## src/rtl/mem_stage.sv

```systemverilog
// Memory-access stage: issues loads/stores on a req/ack port, bypasses results to execute
// and registers the retiring entry. Optional misaligned-access trap: MEM_MISALIGN_TRAP_EN.
module mem_stage #(
    parameter int MEM_ENTRY_SIZE = 320,
    parameter int RET_ENTRY_SIZE = 320,
    parameter int WAIT_CNT_W     = 16
) (
    input  logic                      CLK,
    input  logic                      RESET,
    input  logic [MEM_ENTRY_SIZE-1:0] mem_entry,
    input  logic                      flush_fCOM,
    input  logic                      dmem_ack,
    input  logic [31:0]               dmem_rdata,
    output logic                      dmem_req,
    output logic                      dmem_we,
    output logic [31:0]               dmem_addr,
    output logic [3:0]                dmem_be,
    output logic [31:0]               dmem_wdata,
    output logic                      stall_MEM,
    output logic                      do_writeback1_MEM,
    output logic [5:0]                writeRegister1_MEM,
    output logic [31:0]               Data1_MEM,
    output logic [RET_ENTRY_SIZE-1:0] ret_entry,
    output logic [WAIT_CNT_W-1:0]     wait_cycles,
    output logic                      misalign_err
);

    typedef enum logic [1:0] {S_IDLE, S_WAIT, S_DRAIN} state_t;

    state_t                    state;
    logic [MEM_ENTRY_SIZE-1:0] lat_entry;
    logic [MEM_ENTRY_SIZE-1:0] cur;
    logic [MEM_ENTRY_SIZE-1:0] done_entry;
    logic [MEM_ENTRY_SIZE-1:0] trap_entry;
    logic [31:0]               addr;
    logic [31:0]               st_data;
    logic [1:0]                size;
    logic                      is_mem;
    logic                      is_load;
    logic                      mis;
    logic                      ack_hit;
    logic [7:0]                ld_byte;
    logic [15:0]               ld_half;
    logic [31:0]               ld_ext;

    // While a transaction is outstanding the latched copy, not the live input, owns the port.
    always_comb begin
        // NOTE: every always_comb target gets a default first so no latch can be inferred.
        cur        = (state == S_IDLE) ? mem_entry : lat_entry;
        addr       = cur[223:192];
        st_data    = cur[287:256];
        size       = cur[136:135];
        is_mem     = cur[139] | cur[138];
        is_load    = cur[139] & ~cur[138];
`ifdef MEM_MISALIGN_TRAP_EN
        mis = (state == S_IDLE) && is_mem &&
              (((size == 2'b01) && addr[0]) ||
               (((size == 2'b00) || (size == 2'b11)) && (addr[1:0] != 2'b00)));
`else
        mis = 1'b0;
`endif

        case (addr[1:0])
            2'd0:    ld_byte = dmem_rdata[7:0];
            2'd1:    ld_byte = dmem_rdata[15:8];
            2'd2:    ld_byte = dmem_rdata[23:16];
            default: ld_byte = dmem_rdata[31:24];
        endcase
        ld_half = addr[1] ? dmem_rdata[31:16] : dmem_rdata[15:0];
        case (size)
            2'b10:   ld_ext = cur[134] ? {{24{ld_byte[7]}}, ld_byte} : {24'd0, ld_byte};
            2'b01:   ld_ext = cur[134] ? {{16{ld_half[15]}}, ld_half} : {16'd0, ld_half};
            default: ld_ext = dmem_rdata;
        endcase

        done_entry = cur;
        if (is_load) done_entry[223:192] = ld_ext;
        trap_entry      = cur;
        trap_entry[141] = 1'b1;

        dmem_req           = 1'b0;
        dmem_we            = 1'b0;
        dmem_addr          = 32'd0;
        dmem_be            = 4'd0;
        dmem_wdata         = 32'd0;
        stall_MEM          = 1'b0;
        do_writeback1_MEM  = 1'b0;
        writeRegister1_MEM = 6'd0;
        Data1_MEM          = 32'd0;
        ack_hit            = 1'b0;

        // Combinational outputs are forced low while RESET is asserted so an abandoned
        // request drops at once, even though upstream still presents the memory op.
        if (RESET) begin
            dmem_req = (state != S_IDLE) || (is_mem && !flush_fCOM && !mis);
            if (dmem_req) begin
                dmem_we   = cur[138];
                dmem_addr = {addr[31:2], 2'b00};
                case (size)
                    2'b10: begin
                        dmem_be    = 4'b0001 << addr[1:0];
                        dmem_wdata = {4{st_data[7:0]}};
                    end
                    2'b01: begin
                        dmem_be    = addr[1] ? 4'b1100 : 4'b0011;
                        dmem_wdata = {2{st_data[15:0]}};
                    end
                    default: begin
                        dmem_be    = 4'b1111;
                        dmem_wdata = st_data;
                    end
                endcase
            end
            ack_hit            = dmem_req && dmem_ack;
            stall_MEM          = dmem_req && !dmem_ack;
            writeRegister1_MEM = cur[179:174];
            Data1_MEM          = is_load ? ld_ext : addr;
            do_writeback1_MEM  = !flush_fCOM && cur[140] && !mis &&
                                 (((state == S_IDLE) && !is_mem) ||
                                  ((state != S_DRAIN) && is_load && ack_hit));
        end
    end

    always_ff @(posedge CLK or negedge RESET) begin
        if (!RESET) begin
            state        <= S_IDLE;
            lat_entry    <= '0;
            ret_entry    <= '0;
            wait_cycles  <= '0;
            misalign_err <= 1'b0;
        end else begin
            misalign_err <= 1'b0;
            if (stall_MEM && (wait_cycles != {WAIT_CNT_W{1'b1}}))
                wait_cycles <= wait_cycles + 1'b1;

            case (state)
                S_IDLE: begin
                    if (flush_fCOM) begin
                        ret_entry <= '0;
                    end else if (mis) begin
                        ret_entry    <= RET_ENTRY_SIZE'(trap_entry);
                        misalign_err <= 1'b1;
                    end else if (!is_mem || dmem_ack) begin
                        ret_entry <= RET_ENTRY_SIZE'(done_entry);
                    end else begin
                        lat_entry <= mem_entry;
                        ret_entry <= '0;
                        state     <= S_WAIT;
                    end
                end
                S_WAIT: begin
                    if (dmem_ack) begin
                        ret_entry <= flush_fCOM ? '0 : RET_ENTRY_SIZE'(done_entry);
                        state     <= S_IDLE;
                    end else begin
                        ret_entry <= '0;
                        if (flush_fCOM) state <= S_DRAIN;
                    end
                end
                S_DRAIN: begin
                    // The access is already on the port; wait for it, discard the result.
                    ret_entry <= '0;
                    if (dmem_ack) state <= S_IDLE;
                end
                default: begin
                    ret_entry <= '0;
                    state     <= S_IDLE;
                end
            endcase
        end
    end

endmodule

```

## config.mk

```make
export PLATFORM = sky130hd
export DESIGN_NAME = mem_stage
export DESIGN_NICKNAME = d
export VERILOG_FILES = /design/src/rtl/mem_stage.sv
export SDC_FILE = /design/constraint.sdc
export NUM_CORES = 1
export LEC_CHECK = 0
export ABC_AREA = 1
export CAP_MARGIN = 40
export CORE_UTILIZATION = 30
export CTS_CLUSTER_DIAMETER = 100
export DETAILED_ROUTE_END_ITERATION = 7
export HOLD_SLACK_MARGIN = 0.03
export SLEW_MARGIN = 10
export SYNTH_ARGS = -nofsm -noshare
export SYNTH_HDL_FRONTEND = slang
export SYNTH_SLANG_ARGS = --single-unit
```

## constraint.sdc

```tcl
create_clock -name CLK -period 7.9 [get_ports CLK]
set_input_delay 0.79 -clock CLK [delete_from_list [all_inputs] [get_ports CLK]]
set_output_delay 0.79 -clock CLK [all_outputs]
set_load 0.01 [all_outputs]
```

==> results of run 1 <==
[critical path: cells and delay by family (launching register included)]
family / cells / cell delay, ns
AND/OR/NAND/NOR: 8 / 2.01
buffers and inverters: 2 / 0.99
flip-flops: 1 / 0.50
AO/OA/AOI/OAI: 1 / 0.20
[cell type report]
type | instances | area (sq um)
inverters | 172 | 646
repair buffers | 837 | 8550
clock buffers | 109 | 2210
clock inverters | 33 | 478
multi-input cells | 1825 | 10400
flip-flops and latches | 658 | 16500
well taps | 1254 | 1570
diodes | 22 | 55.1
fillers | 8955 | 53400
[through the flow]
step | area, sq um | hold WS [ns]
CTS | 40300 | 0.0889
global placement | 37400 | 0.465
finish | 40400 | 0.116
floorplan | 28500 | 0.448
detailed placement | 37600 | 0.471
global route | 40400 | 0.125
[how the worst max path moves through the flow]
| stage | start | to |
|---|---|---|
| 2_1_floorplan | state[1]$_DFFE_PN0P_ | Data1_MEM[12] |
| 3_3_place_gp | RESET | dmem_wdata[13] |
| 3_5_place_dp | RESET | dmem_wdata[13] |
| 4_1_cts | state[1]$_DFFE_PN0P_ | Data1_MEM[18] |
| 5_1_grt | state[1]$_DFFE_PN0P_ | Data1_MEM[18] |
| 6_report | state[1]$_DFFE_PN0P_ | Data1_MEM[18] |
[Yosys cell counts, types with 7 or more instances]
library cell    n
mux2_4        181
a21oi_1       401
nor3_1          9
xor2_1         13
nand3_1        23
inv_1         169
nand2_1       754
o21ai_1        17
dfrtp_1       658
buf_2          64
buf_4           7
o21ai_0       113
clkbuf_1       82
buf_6          30
a211oi_1       25
nor2_1        191
mux2_2         63
[metal layers]
layer,vias to the layer above,track usage [%],routed length [um]
met5,-,0.303,40
met4,6,9.18,3700
met3,185,6.45,8120
met2,823,30.2,46200
met1,11300,25.1,40700
li1,10700,-,-
[flip-flops by register name, indices dropped and copies added (netlist names)]
| name | count |
|---|---|
| wait_cycles | 16 |
| ret_entry | 320 |
| state | 2 |
| lat_entry | 320 |
[power breakdown]
group / total (mW) / internal [mW] / switching [mW]
logic: 3.42 / 1.65 / 1.76
registers: 4.56 / 4.18 / 0.380
clock network: 3.77 / 2.26 / 1.51
total: 11.8 / 8.10 / 3.65
[cell families after synthesis]
kind of cell               share of synthesized area [%]
buffers and inverters                               5.94
DFF                                                 57.7
xor gates and xnor gates                           0.461
and+or+nand+nor                                     13.4
AOI/OAI and AO/OA                                   10.3
other                                             0.0131
adders and majority gates                          0.132
muxes                                               12.0
==> flow_summary_export.csv, run 1 <==
group,metric,value,unit
status,run_status,"finished, final reports clean",
timing,post-route-min-period,5.28,ns
route,drt_iter0_markers,1757,
final_layout,final_util,43.1,%
grt,antenna_found_initial,24,
die,core,0.0937,sq mm
clocking,cts-hold-fix-buffers,0,
grt,grt_first_pass_wirelength,143,mm
place,gp_congestion,0.924,
clocking,cts_sinks,658,
yosys,ys_ff_latch,658,
worst_hold_path,hold_class,"input pin to asynchronous set/reset pin",
yosys,synth_edf_count,0,
power,irDropWorstVdd,217,uV
timing,finalSetupViolCount,0,
yosys,synthCells,2841,
route,wl,98.8,mm
route,viasPerCell,4.68,
yosys,ys.warnings.count,0,
place,port_buffers,799,
yosys,avgSynthCellArea,10.0,sq um
clocking,max-clock-path-buffers,3,
yosys,synth_area,0.0285,sq mm
timing,maxSlewHeadroom,21.0,%
clocking,clk_latency,0.64,ns
place,dp_hpwl,68.8,mm
power,power.total,11.8,mW
timing,fin_setup_tns,0,ns
power,leakagePower,18.7,nW
route,ant_nets,0,
timing,rsz0062_at_grt,"no",
grt,grt-ovfl-total,0,
worst_setup_path,cp_cell_sequence,"nor2_4, buf_12, nand2_1, nand2_1, nand3_1, nand3_2, nand3_4, nand2_4, nand2_1, a21oi_1, clkdlybuf4s50_1",
die,die_w,310,um
die,die_y,310,um
timing,setup_ws,2.62,ns
worst_setup_path,r2r_start,"state[1]$_DFFE_PN0P_",
route,drc,0,
grt,grt_pass1_vias,22300,
clocking,cts_tree,"done",
clocking,clkTransAtPathRegs,0.06,ns
worst_setup_path,crit_path_end_kind,"primary output",
worst_setup_path,timing.reg2reg.setup_slack,4.22,ns
final_layout,final_common_cell,"clkdlybuf4s50_1",
route,vias,23000,
worst_setup_path,critical_path.most_common_cell,"nand2_1",
clocking,htree_levels,3,
timing,drv_slew,0,
grt,grt_max_degree,176,
yosys,synth-async-reset-ratio,100,%
die,rows,112,
yosys,synth_top_area_cell,"dfrtp_1",
clocking,numCtsBuffers,78,
final_layout,area_growth,41.6,%
worst_setup_path,cp.required,7.11,ns
die,fp.dieArea,0.0963,sq mm
worst_setup_path,crit_type,"flop to primary output",
worst_setup_path,arrival,4.49,ns
timing,worst_pin_slew,1.19,ns
worst_setup_path,critPathMaxFanout,115,
clocking,cts_resized,0,
power,powerDensity,291,mW/mm^2
worst_setup_path,cpPeakStageDelay,0.59,ns
route,first_pass_iters,5,
worst_setup_path,worst_path_max_delay_cell,"nor2_4",
timing,fmax,190,MHz
final_layout,nNetsFinal,3931,
yosys,synthTopCellsByArea,"dfrtp_1, nand2_1, mux2_4, a21oi_1, nor2_1",
clocking,post_cts_buffers,0,
yosys,netlist-cell-type-count,39,
yosys,synth.top_cell.area_share,57.7,%
final_layout,drive_gt1_share,11.7,%
place,place_ws,3.12,ns
die,start_util,30.4,%
die,io_pins,803,
grt,grt_usage,19.7,%
job,drv_cap,0,
worst_setup_path,r2r_end,"lat_entry[24]$_DFFE_PN0P_",
clocking,cts_root_buf,"clkbuf_16",
final_layout,fin_cells,4910,
timing,timing.final.crit_share,66.8,%
final_layout,mostFrequentLayoutCells,"clkdlybuf4s50_1, nand2_1, dfrtp_1",
timing,skew,0.0222,ns
timing,hold_violations,0,
place,placedCellCount,4746,
route,routedWlPerCell,20.1,um
yosys,ys_seq_area_share,57.7,%
yosys,ys.flop_type,"dfrtp_1",
worst_setup_path,reg2reg_depth,9,
worst_setup_path,setup.worst_path.start_class,"flop",
(Power assumes the default switching activity.)
==> run 2, diff against run 1 <==
clock period = 4.4 ns   (was 7.9 ns; I/O delays follow)
==> run 2 against run 1 <==
Against the previous run: design area increased by 0.87%; critical endpoint unchanged; global-route usage rose by 0.54 points; final cell count grew 0.86%; flip-flop and latch count unchanged.
==> flow_summary_export.csv, run 2 (same netlist as run 1, synthesis figures left out) <==
group,metric,value,unit
route,top_layer_used,"met5",
route,routedLengthMet1,41.1,mm
route,ant_nets,0,
worst_setup_path,r2r_end,"ret_entry[135]$_DFF_PN0_",
grt,grt-ovfl-total,0,
worst_setup_path,crit_type,"flop to primary output",
worst_setup_path,setup.worst_path.start_class,"flop",
route,drt_iter0_markers,1857,
route,vias,23200,
die,core,0.0937,sq mm
die,die_w,310,um
timing,maxSlewHeadroom,32.8,%
final_layout,final_common_cell,"clkdlybuf4s50_1",
route,wl_met2,47.7,mm
status,run_status,"finished, final reports clean",
route,wl,101,mm
clocking,max-clock-path-buffers,3,
timing,finalSetupViolCount,0,
clocking,numCtsBuffers,79,
power,powerDensity,517,mW/mm^2
grt,grt_pass1_vias,22600,
clocking,clk_latency,0.64,ns
clocking,clkTransAtPathRegs,0.06,ns
clocking,cts_root_buf,"clkbuf_16",
grt,grt_max_degree,168,
clocking,htree_levels,3,
worst_setup_path,timing.reg2reg.setup_slack,1.36,ns
grt,antenna_found_initial,29,
final_layout,drive_gt1_share,12.9,%
timing,worst_pin_slew,1.01,ns
place,place_ws,0.429,ns
job,drv_cap,0,
worst_setup_path,r2r_start,"state[1]$_DFFE_PN0P_",
place,placedCellCount,4788,
power,leakagePower,18.9,nW
final_layout,fin_cells,4952,
route,first_pass_iters,6,
route,routedWlPerCell,20.3,um
die,start_util,30.4,%
final_layout,nNetsFinal,3976,
timing,timing.final.crit_share,96.4,%
timing,fin_setup_tns,0,ns
route,drc,0,
grt,grt_usage,20.3,%
power,p_sw_share,31.2,%
power,power.switching,6.57,mW
worst_setup_path,crit_path_end_kind,"primary output",
power,pwr-share-comb,29.5,%
final_layout,mostFrequentLayoutCells,"clkdlybuf4s50_1, nand2_1, dfrtp_1",
die,io_pins,803,
power,power.internal,14.5,mW
route,wl_met3,8.47,mm
place,gp_congestion,0.928,
place,port_buffers,799,
worst_setup_path,reg2reg_depth,8,
timing,skew,0.0211,ns
grt,grt_first_pass_wirelength,146,mm
power,p_clk_share,31.5,%
timing,hold_violations,0,
final_layout,fillCellCount,8913,
timing,setup_ws,0.157,ns
clocking,cts_sinks,658,
die,die_y,310,um
worst_setup_path,arrival,3.80,ns
place,dp_hpwl,72.6,mm
worst_hold_path,hold_class,"input pin to asynchronous set/reset pin",
clocking,cts_tree,"done",
power,seq_power_share,39.0,%
final_layout,top_regs,"lat_entry (320), ret_entry (320), wait_cycles (16)",
timing,fmax,236,MHz
final_layout,area_growth,42.8,%
worst_setup_path,critPathMaxFanout,56,
timing,post-route-min-period,4.24,ns
timing,drv_slew,0,
die,fp.dieArea,0.0963,sq mm
route,viasPerCell,4.68,
power,irDropWorstVdd,270,uV
die,rows,112,
worst_setup_path,cp.required,3.96,ns
[run 2: metrics by stage]
step | utilization (%) | instance area (sq um) | hold slack [ns] | power [mW]
after global routing | 43.4 | 40700 | 0.255 | 22.1
after floorplan | - | 28500 | 0.144 | 11.7
after global placement | 40.3 | 37800 | 0.351 | 14.3
after detailed placement | 40.5 | 38000 | 0.346 | 14.4
after CTS | 43.3 | 40600 | 0.234 | 21.2
final | 43.4 | 40700 | 0.278 | 21.1
[run 2: how the worst max path moves through the flow]
stage                           to                  from  slack (ns)
floorplan            Data1_MEM[12]  state[1]$_DFFE_PN0P_        1.24
global placement     Data1_MEM[18]        mem_entry[135]        0.47
detailed placement   Data1_MEM[18]        mem_entry[135]        0.43
CTS                  Data1_MEM[18]  state[1]$_DFFE_PN0P_        0.01
global route        dmem_wdata[13]  state[1]$_DFFE_PN0P_     -0.0009
finish               Data1_MEM[18]  state[1]$_DFFE_PN0P_        0.16
[run 2: final cells by class]
type	instances	area (sq um)	share of cell area, %
diodes	18	45.0	0.111
clock buffers	116	2300	5.64
clock inverters	28	345	0.848
inverters	172	654	1.61
multi-input cells	1825	10400	25.6
flip-flops and latches	658	16500	40.4
well taps	1254	1570	3.85
repair buffers	881	8930	21.9
[run 2: power groups by stage]
| stage | registers (mW) | clock network (mW) | logic [mW] |
|---|---|---|---|
| global placement | 8.23 | 0 | 6.08 |
| finish | 8.20 | 6.63 | 6.22 |
| detailed placement | 8.28 | 0 | 6.16 |
| global route | 8.37 | 7.03 | 6.73 |
| floorplan | 8.31 | 0 | 3.39 |
| CTS | 8.20 | 6.80 | 6.20 |
[run 2: worst max-delay path, cell delays in order (launching register included)]
cell and delay [ns]:
dfrtp_2 0.48, nor2_4 0.15, buf_12 0.14, nand2_1 0.05, o21ai_1 0.14, inv_1 0.11, ha_2 0.37, buf_6 0.39
nor2_1 0.15, nand2_4 0.23, nand2_1 0.10, a21oi_1 0.25, clkdlybuf4s50_1 0.60
[run 2: timing repair]
item | 4_1_cts | 5_1_grt
endpoints found under the hold margin | 32 | 0
gates resized for setup | 2 | 10
hold buffers | 1 | 0
pin swaps | 0 | 1
setup endpoints to repair | 25 | 35
setup buffers | 0 | 1
[run 2: layer usage]
layer,GRT usage [%],vias up
met2,32.1,860
li1,-,10800
met3,6.59,191
met5,0,-
met1,25.8,11300
met4,7.40,16
